### src/rtl/fl_narrower.sv
// rtl/fl_narrower.sv - FrameLink width narrower, one RX word emitted as RATIO (or fewer) TX slices
//
// Ports:
//   CLK, RESET                         single rising-edge clock, synchronous active-high reset
//   RX_DATA, RX_DREM                   input word and index of its last valid byte (valid with EOP)
//   RX_SOF_N/EOF_N/SOP_N/EOP_N         active-low input delimiters
//   RX_SRC_RDY_N / RX_DST_RDY_N        input handshake (active-low)
//   TX_DATA, TX_DREM                   output slice and index of its last valid byte
//   TX_SOF_N/EOF_N/SOP_N/EOP_N         active-low output delimiters
//   TX_SRC_RDY_N / TX_DST_RDY_N        output handshake (active-low)
module fl_narrower #(
    parameter int RX_DATA_WIDTH = 64,
    parameter int TX_DATA_WIDTH = 16,
    localparam int RX_REM_W = $clog2(RX_DATA_WIDTH / 8),
    localparam int TX_REM_W = (TX_DATA_WIDTH > 8) ? $clog2(TX_DATA_WIDTH / 8) : 1
) (
    input  logic                     CLK,
    input  logic                     RESET,
    input  logic [RX_DATA_WIDTH-1:0] RX_DATA,
    input  logic [RX_REM_W-1:0]      RX_DREM,
    input  logic                     RX_SOF_N,
    input  logic                     RX_EOF_N,
    input  logic                     RX_SOP_N,
    input  logic                     RX_EOP_N,
    input  logic                     RX_SRC_RDY_N,
    output logic                     RX_DST_RDY_N,
    output logic [TX_DATA_WIDTH-1:0] TX_DATA,
    output logic [TX_REM_W-1:0]      TX_DREM,
    output logic                     TX_SOF_N,
    output logic                     TX_EOF_N,
    output logic                     TX_SOP_N,
    output logic                     TX_EOP_N,
    output logic                     TX_SRC_RDY_N,
    input  logic                     TX_DST_RDY_N
);

    localparam int RATIO    = RX_DATA_WIDTH / TX_DATA_WIDTH;
    localparam int CNT_W    = $clog2(RATIO);
    localparam int TX_BYTES = TX_DATA_WIDTH / 8;
    localparam int BSHIFT   = $clog2(TX_BYTES);
    localparam logic [RX_REM_W-1:0] BYTE_MASK = RX_REM_W'(TX_BYTES - 1);

    // Buffered RX word
    logic [RX_DATA_WIDTH-1:0] data_q, data_d;
    logic [RX_REM_W-1:0]      drem_q, drem_d;
    logic                     sof_q, sof_d;
    logic                     eof_q, eof_d;
    logic                     sop_q, sop_d;
    logic                     eop_q, eop_d;
    logic                     valid_q, valid_d;
    logic [CNT_W-1:0]         cnt_q, cnt_d;

    logic [CNT_W-1:0]         last_slice;
    logic                     is_last;
    logic                     tx_xfer;
    logic                     rx_rdy;
    logic                     rx_xfer;
    logic                     out_en;

    always_comb begin
        // Slices above the one holding the last valid byte are skipped on an EOP word.
        last_slice = eop_q ? CNT_W'(drem_q >> BSHIFT) : CNT_W'(RATIO - 1);
        is_last    = (cnt_q == last_slice);
        out_en     = valid_q & ~RESET;
        tx_xfer    = out_en & ~TX_DST_RDY_N;
        // Accepting while the final slice leaves keeps the TX side gap-free.
        rx_rdy     = ~RESET & (~valid_q | (tx_xfer & is_last));
        rx_xfer    = rx_rdy & ~RX_SRC_RDY_N;

        data_d  = data_q;
        drem_d  = drem_q;
        sof_d   = sof_q;
        eof_d   = eof_q;
        sop_d   = sop_q;
        eop_d   = eop_q;
        valid_d = valid_q;
        cnt_d   = cnt_q;

        if (rx_xfer) begin
            data_d  = RX_DATA;
            drem_d  = RX_DREM;
            sof_d   = ~RX_SOF_N;
            eof_d   = ~RX_EOF_N;
            sop_d   = ~RX_SOP_N;
            eop_d   = ~RX_EOP_N;
            valid_d = 1'b1;
            cnt_d   = '0;
        end else if (tx_xfer) begin
            if (is_last) begin
                valid_d = 1'b0;
                cnt_d   = '0;
            end else begin
                cnt_d   = cnt_q + CNT_W'(1);
            end
        end
    end

    always_ff @(posedge CLK) begin
        if (RESET) begin
            data_q  <= '0;
            drem_q  <= '0;
            sof_q   <= 1'b0;
            eof_q   <= 1'b0;
            sop_q   <= 1'b0;
            eop_q   <= 1'b0;
            valid_q <= 1'b0;
            cnt_q   <= '0;
        end else begin
            data_q  <= data_d;
            drem_q  <= drem_d;
            sof_q   <= sof_d;
            eof_q   <= eof_d;
            sop_q   <= sop_d;
            eop_q   <= eop_d;
            valid_q <= valid_d;
            cnt_q   <= cnt_d;
        end
    end

    // Outputs are gated by RESET so they go idle in the reset cycle itself,
    // not one edge later.
    assign RX_DST_RDY_N = ~rx_rdy;
    assign TX_SRC_RDY_N = ~out_en;
    assign TX_DATA      = out_en ? data_q[cnt_q*TX_DATA_WIDTH +: TX_DATA_WIDTH] : '0;
    assign TX_DREM      = ~out_en ? '0 :
                          (eop_q & is_last) ? TX_REM_W'(drem_q & BYTE_MASK) : '1;
    assign TX_SOF_N     = ~(out_en & sof_q & (cnt_q == '0));
    assign TX_SOP_N     = ~(out_en & sop_q & (cnt_q == '0));
    assign TX_EOF_N     = ~(out_en & eof_q & is_last);
    assign TX_EOP_N     = ~(out_en & eop_q & is_last);

endmodule
### config.mk
export PLATFORM = sky130hd
export DESIGN_NAME = fl_narrower
export DESIGN_NICKNAME = d
export VERILOG_FILES = /design/src/rtl/fl_narrower.sv
export SDC_FILE = /design/constraint.sdc
export NUM_CORES = 1
export LEC_CHECK = 0
export CORE_ASPECT_RATIO = 1.1
export CORE_UTILIZATION = 25
export DETAILED_ROUTE_END_ITERATION = 12
export SETUP_SLACK_MARGIN = 0.05
export SKIP_CTS_REPAIR_TIMING = 1
export SYNTH_ARGS = -nofsm -noshare
export SYNTH_HDL_FRONTEND = slang
export SYNTH_SLANG_ARGS = --single-unit
### constraint.sdc
create_clock -name CLK -period 2.4 [get_ports CLK]
set_input_delay 0.72 -clock CLK [delete_from_list [all_inputs] [get_ports CLK]]
set_output_delay 0.72 -clock CLK [all_outputs]
set_load 0.01 [all_outputs]
# Word level (Yosys, flattened, before mapping)

Index checks and enable logic that the tools add are counted.

Flip-flop bits (word level): 74
Memory bits (read-only): 0
Bits in writable memories: 0
Latch bits: 0
Memories: 0
Logic and storage cells: 53

$lt $le $gt $ge: 0
Reduce and logical (&&, ||, !) cells: 5
Shifts and indexed selects: 1
Bitwise operators: 29
Mux-type cells: 8
Multiply operators: 0
Divide/modulo/power cells: 0
Eq/ne operators: 1
Add/subtract/negate cells: 1

Operators by type and width:

| kind                                                          | count |
|---|---|
| 64-bit by 7-bit variable part select with 16-bit output       | 1 |
| 16-bit two-way mux                                            | 1 |
| 1-bit AND                                                     | 14 |
| 1-bit NOT                                                     | 14 |
| 1-bit two-way mux                                             | 5 |
| 2-bit two-way mux                                             | 2 |
| 2-bit nonzero test                                            | 2 |
| 2-bit by 1-bit adder with 2-bit output, second input constant | 1 |
| 2-bit == test                                                 | 1 |
| 2-bit logical NOT                                             | 1 |
| 2-bit AND reduction                                           | 1 |
| 2-bit OR reduction                                            | 1 |
| 1-bit bitwise OR                                              | 1 |

# Logic depth before layout (Yosys ltp)

Gate-level depths: netlist of the first run.

Depth after elaboration: 9
Mapped depth: 8

# Worst setup path before layout of the first run

OpenSTA, ideal clock, no wires.

Kind: input to output
Start: in RESET
End: out RX_DST_RDY_N
Data required time: 1680 ps
Arrival time: 1785 ps
Setup slack: -105 ps
Path buffers: 5
Stages: 7
Cells stage by stage: buf_2 -> inv_1 -> buf_2 -> buf_2 -> buf_2 -> buf_2 -> o21ai_1

Word-level cells in the longest chain between the ends: 7

Ends and longest elaborated chain:

| what             | RTL line | text |
|---|---|---|
| from (decl)      | 18       | `input logic RESET,` |
| 1-bit NOT *      | 64, 67   |  |
| 1-bit AND        | 64       | `out_en = valid_q & ~RESET;` |
| 1-bit AND        | 65       | `tx_xfer = out_en & ~TX_DST_RDY_N;` |
| 1-bit AND        | 67       | `rx_rdy = ~RESET & (~valid_q \| (tx_xfer & is_last));` |
| 1-bit bitwise OR | 67       |  |
| 1-bit AND *      | 67       |  |
| 1-bit NOT *      | 122      | `assign RX_DST_RDY_N = ~rx_rdy;` |
| to (decl)        | 26       | `output logic RX_DST_RDY_N,` |

Mark *: on every way between the ends. The rest lies on a longest branch, timed or not.

# Final worst setup path of the first run

Start: reg cnt_q[1]
End: out TX_DATA[8]

Word-level cells in the longest chain between the ends: 2

Ends and longest elaborated chain:

| what                                                    | RTL line | text |
|---|---|---|
| from (decl)                                             | 51       | `logic [CNT_W-1:0] cnt_q, cnt_d;` |
| from (signal assigned)                                  | 116      | `cnt_q <= cnt_d;` |
| 64-bit by 7-bit variable part select with 16-bit output | 124      | `assign TX_DATA = out_en ? data_q[cnt_q*TX_DATA_WIDTH +: TX_DATA_WIDTH] : '0;` |
| 16-bit two-way mux                                      | 124      |  |
| to (decl)                                               | 27       | `output logic [TX_DATA_WIDTH-1:0] TX_DATA,` |

No other way between the ends.

==> qor.csv, run 1 <==
metric;value;unit
max-cap violations;0;
Final Hold Viols;0;
Worst R2R Setup Slack;0.23;ns
cells on worst reg2reg path;7;
CORE AREA;19800;sq um
Layout area overhead;34.7;%
number of antenna violations at the first check in global routing;0;
Die ar.;20800;sq um
critical path data arrival time;1.77;ns
Worst Path Class, Setup;reg2out;
CTS tree;done;
initial drt markers;541;
die width;138;um
most numerous cell in the Yosys netlist;dfxtp_1;
Ys Warns;0;
outcome;complete, but fails checks;
Max Fanout on Critical Path;7;
Pleak;2.61;nW
Starting Density;0.255;
Power per Cell Area;529;nW/um^2
pin count of the biggest net entering global routing;136;
total CTS buffers;9;
Post-synth top flop;dfxtp_1;
ys async rst share;0;
Mapped Area;5060;sq um
Final period util;1.04;
busiest grt layer;met2;
WL final;16800;um
root buf cell;clkbuf_16;
Min-Delay Path Depth;2;
routability cong.;0.803;
Clock Latency Late Sink;0.34;ns
Yosys top cell area share;0.293;
Worst Setup SP;cnt_q[1];
Reg clk slew, reported paths;0.06;ns
actual slew at the worst max-slew pin;0.752;ns
reg-to-reg endpoint;cnt_q[0];
failing checks;negative setup slack;
fin crit period;2.49;ns
DIE HEIGHT;151;um
via count;4885;
pre-CTS setup slack;-0.564;ns
vias in the first global route;4574;
Unique masters post-synth;38;
DR DRC count;0;
peak supply drop;0.263;mV
GR Overflow Total;0;
M2 GR Usage;0.255;
TNS Setup;-0.941;ns
syn_nets;643;
RSZ-0062 raised after global routing;yes;
CP endpoint;TX_DATA[8];
M1 GR Usage;0.224;
Synth Area per Inst;8.92;sq um
CP startpoint kind;flip-flop;
Synth area leaders;dfxtp_1 29%, a32o_1 13%, nand3b_1 9.9%;
area of placed instances;6380;sq um
layout cell share with drive strength beyond 1;0.180;
First-pass DRT Iterations;5;
setup violators final;15;
PortBufs;97;
overall power;3.60;mW
H-tree levels;3;
slew margin rel.;0.499;
critical path endpoint category;primary output;
IO Pins;98;
Critical Path RT;1.68;ns
DR vias/cell;5.44;
Seq/Total Area, Yosys;0.293;
hpwl dp;11500;um
Setup Skew;0.00744;ns
Num Clock Sinks;74;
first-pass GRT wire length;25800;um
Yosys reg bits;74;
met3 Usage GRT;0.0315;
FF+latch area;1490;sq um
Peak Freq;401;MHz
setup ws final;-0.0936;ns
Hold WC Path Type;reg2reg;
fin nets;718;
fillcell total;2040;
R2R Path Start;cnt_q[0];
Detail Route Antenna Nets;0;
DR WL/cell;18.7;um
CTS Buffer Depth;2;
n_diodes;0;
top cell type by total area after synthesis;dfxtp_1;
total track usage;0.163;
post-route cell area;6810;sq um
Slew Limit Fails;0;
Post-Synthesis Cells;567;
Multi-input gate area;3290;sq um
Rows;54;
Post-synth EDFFs;0;
## cells by family after synthesis
group,after synthesis,share of synthesized area
adders and majority gates,1,0.00247
buffers and inverters,85,0.0767
muxes,16,0.0713
xor gates and xnor gates,3,0.00520
AOI/OAI and AO/OA,90,0.167
DFF,74,0.293
and+or+nand+nor,298,0.384
## placed cells by master, fill, tap and decap left out, types with 2 or more instances in the layout
| master | n |
|---|---|
| and3_1 | 67 |
| a21o_2 | 2 |
| a21oi_4 | 2 |
| buf_6 | 12 |
| a211oi_1 | 7 |
| buf_12 | 9 |
| nor2b_1 | 11 |
| dfxtp_2 | 2 |
| buf_4 | 21 |
| inv_1 | 11 |
| clkinvlp_4 | 3 |
| nand4_1 | 67 |
| clkbuf_16 | 10 |
| nand2b_1 | 67 |
| dlymetal6s2s_1 | 4 |
| nand3_1 | 3 |
| xnor2_1 | 2 |
| a32o_1 | 67 |
| buf_2 | 4 |
| clkbuf_8 | 3 |
| mux4_2 | 16 |
| clkbuf_2 | 9 |
| a21oi_1 | 3 |
| buf_8 | 2 |
| clkdlybuf4s50_1 | 73 |
| nand3b_1 | 67 |
| nor2b_4 | 6 |
| dfxtp_1 | 71 |
## state kept, by name, indices dropped and copies added (netlist names)
register and cells:
sof_q 1, sop_q 1, cnt_q 2, valid_q 1
data_q 64, eop_q 1, drem_q 3, eof_q 1
## metal layers
layer / vias to the layer above / wire, um
li1: 2356 / -
met1: 2386 / 7820
met2: 129 / 7850
met3: 14 / 873
met4: 0 / 236
met5: - / 0
## worst max-delay path, stage by stage (launching register included)
cell	delay, ns
dfxtp_4	0.36
buf_6	0.12
buf_12	0.13
mux4_2	0.53
nor2b_1	0.15
clkbuf_2	0.14
## how the worst min path moves through the flow
stage | from | to | slack, ns
after floorplan | eof_q | eof_q | 0.43
after global placement | sof_q | sof_q | 0.45
after detailed placement | sof_q | sof_q | 0.46
after CTS | sof_q | sof_q | 0.47
after global routing | sof_q | sof_q | 0.49
final | sof_q | sof_q | 0.46
## power by group
part           switching (mW)  internal, mW  total (mW)
combinational           0.407         0.443       0.850
clock                   0.532         0.749        1.28
sequential              0.117          1.35        1.47
total                    1.06          2.54        3.60
## through the flow
stage,cells,hold slack (ns),utilization
6_report,898,0.459,0.344
3_5_place_dp,876,0.456,0.322
2_1_floorplan,567,0.431,-
5_1_grt,898,0.486,0.344
3_3_place_gp,876,0.453,0.322
4_1_cts,891,0.468,0.337
## cell type report
class,count,area share
Sequential cell,74,0.218
Clock inverter,4,0.00404
Clock buffer,11,0.0371
Tap cell,252,0.0463
Multi-Input combinational cell,408,0.482
Inverter,13,0.00826
Timing Repair Buffer,136,0.204
(Power assumes the default switching activity.)
==> run 2: changes to the inputs <==
- CAP_MARGIN: default -> 10
- CORE_MARGIN: default -> 1.5
- SLEW_MARGIN: default -> 30
==> run 2 against run 1 <==
Effect of this change: fmax up 2.7%; the run still ends with negative setup slack left; final area rose by 1.9%; combinational power rose by 2%; sequential share of layout area shrank 0.41 points; critical path depth shrank 1; wire length rose by 0.80%; clock skew decreased by 0.0019 ns; clock power increased by 23%; hold slack gained 0.0056 ns; global-route usage shrank 0.94 points; sequential cell count did not move; sequential power about the same.
==> qor.csv, run 2 (synthesis gave the netlist of run 1 again) <==
metric;value;unit;change
outcome;complete, but fails checks;;
failing checks;negative setup slack;;
Layout area overhead;37.3;%;
PortBufs;97;;unchanged
setup ws final;-0.0290;ns;+0.0646 ns
hold worst-path end;sof_q;;
first-pass GRT wire length;26000;um;+0.80%
vias in the first global route;4584;;+0.22%
Slew Limit Fails;0;;unchanged
Reg clk slew, reported paths;0.06;ns;about the same
Die ar.;21100;sq um;+1.4%
Rows;54;;unchanged
WL final;16900;um;+0.80%
Detail Route Antenna Nets;0;;unchanged
R2R Path Start;cnt_q[0];;
top flop regs;data_q: 64 flops, drem_q: 3 flops, cnt_q: 2 flops;;
initial drt markers;534;;-1.3%
Critical Path RT;1.68;ns;about the same
routability cong.;0.757;;-5.7%
Min-Delay Path Depth;2;;unchanged
Power per Cell Area;566;nW/um^2;+7.1%
CP startpoint kind;flip-flop;;
root buf cell;clkbuf_16;;
cells on worst reg2reg path;7;;unchanged
Max Fanout on Critical Path;8;;+1
reg-to-reg endpoint;eop_q;;
Reg with most FFs;data_q;;
Final period util;1.01;;-0.0269
slew margin rel.;0.500;;+0.00105
DR WL/cell;18.8;um;+0.92%
die width;139;um;+0.73%
pre-CTS setup slack;-0.538;ns;+0.0260 ns
GR Overflow Total;0;;unchanged
critical path endpoint category;primary output;;
most frequent cells in the layout;73 x clkdlybuf4s50_1, 71 x dfxtp_1;;
actual slew at the worst max-slew pin;0.750;ns;-0.00157 ns
RSZ-0062 raised after global routing;yes;;
pin count of the biggest net entering global routing;136;;unchanged
Peak Freq;412;MHz;+2.7%
Hold WC Path Type;reg2reg;;
CTS Buffer Depth;2;;unchanged
fin crit period;2.43;ns;-0.0646 ns
DR DRC count;0;;unchanged
Clock Latency Late Sink;0.34;ns;about the same
n_diodes;0;;unchanged
Starting Density;0.255;;-0.000869
DIE HEIGHT;152;um;+0.66%
Final Hold Viols;0;;unchanged
First-pass DRT Iterations;5;;unchanged
IO Pins;98;;unchanged
max-cap violations;0;;unchanged
number of antenna violations at the first check in global routing;0;;unchanged
Worst Hold Launch;sof_q;;
CORE AREA;19900;sq um;+0.34%
Setup Skew;0.00557;ns;-0.00187 ns
commonest non-fill, non-tap cell in the layout;clkdlybuf4s50_1;;
Num Clock Sinks;74;;unchanged
peak supply drop;0.309;mV;+17%
layout cell share with drive strength beyond 1;0.180;;+0.000278
total track usage;0.154;;-0.00935
setup violators final;10;;-5
via count;4899;;+0.29%
Pleak;2.65;nW;+1.7%
total CTS buffers;9;;unchanged
fin nets;716;;-0.28%
hpwl dp;11500;um;+0.13%
DR vias/cell;5.46;;+0.40%
H-tree levels;3;;unchanged
overall power;3.93;mW;+9.1%
CTS tree;done;;
max reg flops;64;;unchanged
critical path data arrival time;1.71;ns;-0.06 ns
Worst Path Class, Setup;reg2out;;
Worst R2R Setup Slack;0.19;ns;-0.04 ns
run 2: final cells by class:
| type | count | area, sq um |
|---|---|---|
| Inverter | 13 | 53.8 |
| Clock inverter | 4 | 98.8 |
| Timing Repair Buffer | 134 | 1420 |
| Multi-Input combinational cell | 408 | 3320 |
| Clock buffer | 12 | 246 |
| Sequential cell | 74 | 1490 |
| Tap cell | 252 | 315 |
| Fill cell | 2034 | 12900 |
run 2: report_power, final:
part / switching [mW] / internal [mW]
clock network: 0.537 / 1.05
registers: 0.124 / 1.35
logic: 0.410 / 0.458
total: 1.07 / 2.86
run 2: through the flow:
| step | utilization | hold WS [ns] | std cells | TNS [ns] | area [sq um] |
|---|---|---|---|---|---|
| 6_report | 0.350 | 0.465 | 897 | -0.170 | 6940 |
| 5_1_grt | 0.350 | 0.503 | 897 | -0.700 | 6940 |
| 4_1_cts | 0.342 | 0.471 | 894 | -10.95 | 6790 |
| 3_5_place_dp | 0.324 | 0.460 | 878 | -19.68 | 6440 |
| 3_3_place_gp | 0.324 | 0.461 | 878 | -19.62 | 6440 |
| 2_1_floorplan | - | 0.431 | 567 | 0 | 5070 |
run 2: worst max-delay path, cell delays in order (launching register included):
cell and delay [ns]:
dfxtp_4 0.39, clkbuf_16 0.18, mux4_2 0.53, nor2b_1 0.15, clkbuf_2 0.12
run 2: worst max-delay path by stage:
stage | slack (ns) | start | cells past startpoint | end
2_1_floorplan | 0.05 | RESET | 5 | TX_DREM
3_3_place_gp | -0.56 | RESET | 5 | TX_DATA[11]
3_5_place_dp | -0.54 | RESET | 6 | TX_DATA[9]
4_1_cts | -0.55 | RESET | 5 | TX_DATA[11]
5_1_grt | -0.07 | cnt_q[1] | 4 | TX_DATA[7]
6_report | -0.03 | cnt_q[1] | 4 | TX_DATA[0]
run 2: per-layer routing:
layer / part of all wire / wire length [um] / vias up / global-route usage
li1: - / - / 2345 / -
met1: 0.45 / 7660 / 2385 / 0.206
met2: 0.47 / 7990 / 153 / 0.250
met3: 0.060 / 1010 / 16 / 0.0299
met4: 0.014 / 240 / 0 / 0.0496
met5: 0 / 0 / - / 0
